**config.mk**
```make
export PLATFORM = sky130hd
export DESIGN_NAME = skinny_subcells_domd_ctrl
export DESIGN_NICKNAME = d
export VERILOG_FILES = /design/src/rtl/skinny_masked_pkg.sv /design/src/rtl/skinny_sbox8_domd_non_pipelined.sv /design/src/rtl/skinny_share_byte_mux.sv /design/src/rtl/skinny_subcells_domd_ctrl.sv
export SDC_FILE = /design/constraint.sdc
export NUM_CORES = 2
export LEC_CHECK = 0
export CORE_AREA = 5 5 446 448
export DETAILED_ROUTE_END_ITERATION = 16
export DIE_AREA = 0 0 451 453
export PLACE_DENSITY = 0.67
export SYNTH_ARGS = -nofsm -noshare
export SYNTH_HDL_FRONTEND = slang
export SYNTH_HIERARCHICAL = 1
export SYNTH_SLANG_ARGS = --single-unit
```
**constraint.sdc**
```tcl
create_clock -name clk -period 28.7 [get_ports clk]
set_input_delay 2.87 -clock clk [delete_from_list [all_inputs] [get_ports clk]]
set_output_delay 2.87 -clock clk [all_outputs]
set_load 0.1 [all_outputs]
```
**src/rtl/skinny_masked_pkg.sv**
```systemverilog
// Shared definitions for the masked SKINNY SubCells stage: FSM encoding,
// sbox register depth and randomness/share sizing helpers.
package skinny_masked_pkg;

    typedef enum logic [1:0] {
        ST_IDLE = 2'd0,
        ST_CALC = 2'd1,
        ST_DONE = 2'd2,
        ST_HOLD = 2'd3
    } fsm_state_t;

    // Register depth of skinny_sbox8_domd_non_pipelined (one DOM AND layer per stage).
    localparam int SB_LAT = 4;
    localparam int N_SBOX = 16;

    function automatic int n_shares(input int dd);
        return dd + 1;
    endfunction

    // Fresh bits for one DOM AND gate.
    function automatic int rnd_per_and(input int dd);
        return dd * (dd + 1) / 2;
    endfunction

    // Fresh bits for one 8-bit sbox: 4 layers x 2 AND gates.
    function automatic int rnd_per_sbox(input int dd);
        return 8 * dd * (dd + 1) / 2;
    endfunction

endpackage

```
**src/rtl/skinny_sbox8_domd_non_pipelined.sv**
```systemverilog
// d-th order DOM-masked SKINNY S8. Four MIX layers, each with two masked
// NOR gates (~a & ~b, the NOT folded into share 0) and a register stage.
// The input must be held for SB_LAT cycles before so is valid.
module skinny_sbox8_domd_non_pipelined
    import skinny_masked_pkg::*;
#(
    parameter int d = 2
) (
    input  logic                      clk,
    input  logic                      rst,
    input  logic [8*(d+1)-1:0]        si,
    input  logic [rnd_per_sbox(d)-1:0] rnd,
    output logic [8*(d+1)-1:0]        so
);
    localparam int NS = n_shares(d);
    localparam int RA = rnd_per_and(d);

    // DOM-independent AND: cross terms are refreshed with one bit per share pair.
    function automatic logic [NS-1:0] dom_and(input logic [NS-1:0] a,
                                              input logic [NS-1:0] b,
                                              input logic [RA-1:0] r);
        logic [NS-1:0] c;
        c = a & b;
        for (int i = 0; i < NS; i++) begin
            for (int j = i + 1; j < NS; j++) begin
                c[i] = c[i] ^ (a[i] & b[j]) ^ r[i*NS - i*(i+1)/2 + (j-i-1)];
                c[j] = c[j] ^ (a[j] & b[i]) ^ r[i*NS - i*(i+1)/2 + (j-i-1)];
            end
        end
        return c;
    endfunction

    // Bit permutation between MIX layers, applied share-wise.
    function automatic logic [8*NS-1:0] perm_sh(input logic [8*NS-1:0] x);
        logic [8*NS-1:0] p;
        for (int i = 0; i < NS; i++) begin
            p[8*i +: 8] = {x[8*i+2], x[8*i+1], x[8*i+7], x[8*i+6],
                           x[8*i+4], x[8*i+0], x[8*i+3], x[8*i+5]};
        end
        return p;
    endfunction

    // Final output swap of bits 1 and 2, applied share-wise.
    function automatic logic [8*NS-1:0] swap_sh(input logic [8*NS-1:0] x);
        logic [8*NS-1:0] s;
        for (int i = 0; i < NS; i++) begin
            s[8*i +: 8] = {x[8*i+7 -: 5], x[8*i+1], x[8*i+2], x[8*i+0]};
        end
        return s;
    endfunction

    for (genvar l = 0; l < SB_LAT; l++) begin : g_layer
        logic [8*NS-1:0] x;
        logic [8*NS-1:0] y;
        logic [8*NS-1:0] q;
        logic [2*RA-1:0] r;
        logic [NS-1:0]   a_lo, b_lo, a_hi, b_hi, n_lo, n_hi;

        assign r = rnd[l*2*RA +: 2*RA];

        if (l == 0) begin : g_first
            assign x = si;
        end else begin : g_next
            assign x = perm_sh(g_layer[l-1].q);
        end

        // MIX layer: bit0 ^= NOR(bit2,bit3), bit4 ^= NOR(bit6,bit7)
        always_comb begin
            for (int i = 0; i < NS; i++) begin
                a_lo[i] = x[8*i+2] ^ (i == 0);
                b_lo[i] = x[8*i+3] ^ (i == 0);
                a_hi[i] = x[8*i+6] ^ (i == 0);
                b_hi[i] = x[8*i+7] ^ (i == 0);
            end
            n_lo = dom_and(a_lo, b_lo, r[RA-1:0]);
            n_hi = dom_and(a_hi, b_hi, r[2*RA-1:RA]);
            y = x;
            for (int i = 0; i < NS; i++) begin
                y[8*i]   = x[8*i]   ^ n_lo[i];
                y[8*i+4] = x[8*i+4] ^ n_hi[i];
            end
        end

        // Layer register stage
        always_ff @(posedge clk or posedge rst) begin
            if (rst) q <= '0;
            else     q <= y;
        end
    end

    assign so = swap_sh(g_layer[SB_LAT-1].q);

endmodule

```
**src/rtl/skinny_share_byte_mux.sv**
```systemverilog
// Regroups the share-major round state ({share j, byte k}) into the
// sbox-major layout (sbox k gets byte k of every share) and back again.
// Pure wiring: shares are moved, never combined.
module skinny_share_byte_mux
    import skinny_masked_pkg::*;
#(
    parameter int d = 2
) (
    input  logic [128*(d+1)-1:0] state,
    output logic [128*(d+1)-1:0] sb_in,
    input  logic [128*(d+1)-1:0] sb_out,
    output logic [128*(d+1)-1:0] result
);
    localparam int NS = n_shares(d);

    for (genvar k = 0; k < N_SBOX; k++) begin : g_byte
        for (genvar j = 0; j < NS; j++) begin : g_share
            assign sb_in[k*8*NS + 8*j +: 8]  = state[128*j + 8*k +: 8];
            assign result[128*j + 8*k +: 8] = sb_out[k*8*NS + 8*j +: 8];
        end
    end

endmodule

```
**src/rtl/skinny_subcells_domd_ctrl.sv**
```systemverilog
// Masked SubCells stage for SKINNY-128-384+. Holds the share state stable
// while 16 DOM sboxes settle, counting only cycles with fresh randomness;
// a starved cycle restarts the count so held inputs never meet reused rnd.
// Optional: SKINNY_SUBCELLS_ZEROIZE_EN clears state_q/out_state on HOLD->IDLE.
module skinny_subcells_domd_ctrl
    import skinny_masked_pkg::*;
#(
    parameter int d      = 2,
    parameter int SB_LAT = skinny_masked_pkg::SB_LAT
) (
    input  logic                      clk,
    input  logic                      rst,
    input  logic                      in_valid,
    output logic                      in_ready,
    input  logic [128*(d+1)-1:0]      in_state,
    input  logic [64*d*(d+1)-1:0]     rnd,
    input  logic                      rnd_valid,
    output logic                      rnd_req,
    output logic                      out_valid,
    input  logic                      out_ready,
    output logic [128*(d+1)-1:0]      out_state,
    output logic                      restart
);
    localparam int NS    = n_shares(d);
    localparam int RPS   = rnd_per_sbox(d);
    localparam int CNT_W = (SB_LAT > 1) ? $clog2(SB_LAT) : 1;

    fsm_state_t           st;
    logic [CNT_W-1:0]     cnt;
    logic [128*NS-1:0]    state_q;
    logic [128*NS-1:0]    sb_in;
    logic [128*NS-1:0]    sb_out;
    logic [128*NS-1:0]    sb_result;

    skinny_share_byte_mux #(.d(d)) u_mux (
        .state  (state_q),
        .sb_in  (sb_in),
        .sb_out (sb_out),
        .result (sb_result)
    );

    for (genvar k = 0; k < N_SBOX; k++) begin : g_sbox
        skinny_sbox8_domd_non_pipelined #(.d(d)) u_sbox (
            .clk (clk),
            .rst (rst),
            .si  (sb_in[k*8*NS +: 8*NS]),
            .rnd (rnd[k*RPS +: RPS]),
            .so  (sb_out[k*8*NS +: 8*NS])
        );
    end

    // Control FSM, latency counter and registered handshake outputs
    always_ff @(posedge clk or posedge rst) begin
        if (rst) begin
            st        <= ST_IDLE;
            cnt       <= '0;
            state_q   <= '0;
            out_state <= '0;
            in_ready  <= 1'b1;
            out_valid <= 1'b0;
            rnd_req   <= 1'b0;
            restart   <= 1'b0;
        end else begin
            restart <= 1'b0;
            case (st)
                ST_IDLE: begin
                    if (in_valid) begin
                        state_q  <= in_state;
                        cnt      <= '0;
                        in_ready <= 1'b0;
                        rnd_req  <= 1'b1;
                        st       <= ST_CALC;
                    end
                end
                ST_CALC: begin
                    if (rnd_valid) begin
                        if (cnt == CNT_W'(SB_LAT - 1)) begin
                            cnt     <= '0;
                            rnd_req <= 1'b0;
                            st      <= ST_DONE;
                        end else begin
                            cnt <= cnt + CNT_W'(1);
                        end
                    end else begin
                        // Partial sbox progress is discarded; count from scratch.
                        cnt     <= '0;
                        restart <= 1'b1;
                    end
                end
                ST_DONE: begin
                    out_state <= sb_result;
                    out_valid <= 1'b1;
                    st        <= ST_HOLD;
                end
                ST_HOLD: begin
                    if (out_ready) begin
                        out_valid <= 1'b0;
                        in_ready  <= 1'b1;
                        st        <= ST_IDLE;
`ifdef SKINNY_SUBCELLS_ZEROIZE_EN
                        state_q   <= '0;
                        out_state <= '0;
`else
                        state_q   <= state_q;
                        out_state <= out_state;
`endif
                    end
                end
                default: st <= ST_IDLE;
            endcase
        end
    end

endmodule

```
==> results.json <==
{
  "post-route-util_pct": 54.33,
  "finalCriticalPeriod_ns": 5.507,
  "initial_core_util_pct": 45.80,
  "vias": 41686,
  "crit_path_start_kind": "flip-flop",
  "timing.hold.ws_ns": 0.3029,
  "syn_avg_cell_area_um2": 15.75,
  "required_ns": 25.83,
  "io_pins": 1161,
  "grt_max_degree": 145,
  "cts_tree": "built",
  "status": "finished clean",
  "hold_class": "flip-flop to flip-flop",
  "max_stage_delay_ns": 1.22,
  "clkLatencyLatePin_ns": 0.85,
  "route.detailed.wl_per_inst_um": 24.18,
  "firstDrtPassIters": 5,
  "cts.sinks": 2312,
  "clk_pin_slew_ns": 0.06,
  "seq_area_frac_synth_pct": 65.05,
  "synthArstFlopShare_pct": 100.0,
  "cts.repair.resized": 0,
  "gp_congestion": 0.9540,
  "maxCapViolations": 0,
  "final_cell_mix": "2,311 x dfrtp_1, 1,131 x clkdlybuf4s50_1, 769 x mux2_2, 768 x xnor2_1, 384 x xor2_1",
  "cp_data_arrival_time_ns": 2.64,
  "die_height_um": 453,
  "max_freq_ghz": 0.1816,
  "fp.dieW_um": 451,
  "drv_slew": 0,
  "rsz0062_at_grt": "no",
  "postCtsSetupBuffers": 0,
  "die_area_um2": 204300,
  "final_hold_viol_count": 0,
  "ys_types": 24,
  "root_buffer": "clkbuf_16",
  "via_per_inst": 4.624,
  "ys_seq_elements": 2312,
  "area_growth_pct": 18.63,
  "clock_path_buffers": 3,
  "synth_top_flop_cell": "dfrtp_1",
  "first_global_vias": 45597,
  "drtIter0Drc": 2207,
  "crit_chain": "clkdlybuf4s50_1",
  "yosys.area.top_type": "dfrtp_1",
  "htreeDepth": 4,
  "synth_nets": 6427,
  "finalWirelength_um": 217900,
  "setup_violations": 0,
  "fin_tns_setup_ns": 0,
  "overflow": 0,
  "yosysTopAreaCellShare_pct": 65.02,
  "layout.nets": 7001,
  "yosys_warnings": 6,
  "cts_buffers": 227,
  "synth_edf_count": 0,
  "layout-drive-gt1-share_pct": 21.10,
  "final.period_utilization_pct": 19.19,
  "final_common_cell": "dfrtp_1",
  "dpl.hpwl_um": 170400,
  "hold_buffers": 0,
  "crit_buf_inv": 1,
  "grt_first_pass_wirelength_um": 316800,
  "synthCells": 5648,
  "core.rowCount": 162,
  "yosys-top-cells-area": "dfrtp_1 65%, mux2_2 9.7%, xnor2_1 7.6%, buf_4 6.5%, xor2_1 3.8%",
  "io_buffers": 1160,
  "drc": 0,
  "relSlewSlack_pct": 17.22,
  "drtAntennaViolNets": 0,
  "coreArea_um2": 194200,
  "critPathKind": "flip-flop to output pin",
  "endpoint_kind": "output pin",
  "cp_top_family": "buffers and inverters",
  "syn_area_um2": 88940,
  "crit_fanout": 3,
  "finClkSkew_ns": 0.05667,
  "antenna_found_initial": 98,
  "slowest_stage": "clkdlybuf4s50_1",
  "grt_usage_pct": 21.39,
  "worstMarginPinSlew_ns": 1.238
}
[state kept, by name, indices dropped and copies added, names as in the netlist]
name / count
restart: 1
rnd_req: 1
in_ready: 1
out_valid: 1
cnt: 2
state_q: 384
st: 2
out_state: 384
g_sbox.u_sbox/g_layer.q: 1536
[metal layers]
metal / share of wire [%] / GRT usage (%) / up-vias
met5: 0.11 / 0 / -
met4: 5.1 / 11.21 / 34
met3: 5.2 / 5.065 / 398
met2: 52 / 36.69 / 1009
met1: 37 / 25.13 / 21608
li1: - / - / 18637
[Yosys cell counts, types with 6 or more instances]
cell type / number
buf_2: 46
buf_4: 768
buf_6: 39
dfrtp_1: 2311
ha_1: 6
inv_1: 23
mux2_2: 769
nand2_1: 259
nor2b_4: 128
xnor2_1: 768
xnor3_1: 128
xor2_1: 384
[area by class of cell]
class	count	area [um2]
Antenna cell	61	152.6
Clock buffer	330	6609
Clock inverter	89	1159
Fill cell	15585	88680
Inverter	23	127.6
Multi-Input combinational cell	2460	24580
Sequential cell	2312	57860
Tap cell	2542	3181
Timing Repair Buffer	1198	11830
[kinds of logic after synthesis]
logic type	Yosys count	synth area share, %
compound gates	8	0.06330
xor+xnor	1280	14.59
fa+ha+maj	6	0.08441
buf+inv	876	7.332
flops	2312	65.05
mux	771	9.759
simple gates	395	3.120
[through the flow]
stage | std cells | setup WS, ns | cell area, um2
2_1_floorplan | 5648 | 4.047 | 88940
3_3_place_gp | 8535 | 22.22 | 97580
3_5_place_dp | 8535 | 22.18 | 97580
4_1_cts | 8954 | 23.11 | 105400
5_1_grt | 8998 | 22.85 | 105500
6_report | 9015 | 23.19 | 105500
[path summary, 6_finish.rpt]
kind                       depth (start not counted)  slack (ns)                                         start                                           end
setup / recovery                                   1       23.19                          in_ready$_DFFE_PP1P_                                      in_ready
hold / removal                                     0        0.30  g_sbox[11].u_sbox/g_layer[2].q[19]$_DFF_PP0_  g_sbox[11].u_sbox/g_layer[3].q[17]$_DFF_PP0_
setup reg to reg                                   6       24.94                             st[0]$_DFFE_PP0P_                       state_q[15]$_DFFE_PP0P_
hold reg to reg                                    0        0.30  g_sbox[11].u_sbox/g_layer[2].q[19]$_DFF_PP0_  g_sbox[11].u_sbox/g_layer[3].q[17]$_DFF_PP0_
max in group asynchronous                          6       23.38                                           rst                        state_q[2]$_DFFE_PP0P_
min in group asynchronous                          3        2.39                                           rst   g_sbox[2].u_sbox/g_layer[3].q[23]$_DFF_PP0_
Power is not shown: default switching activity piles up to over one toggle a cycle in this logic, so the estimate is an artifact.
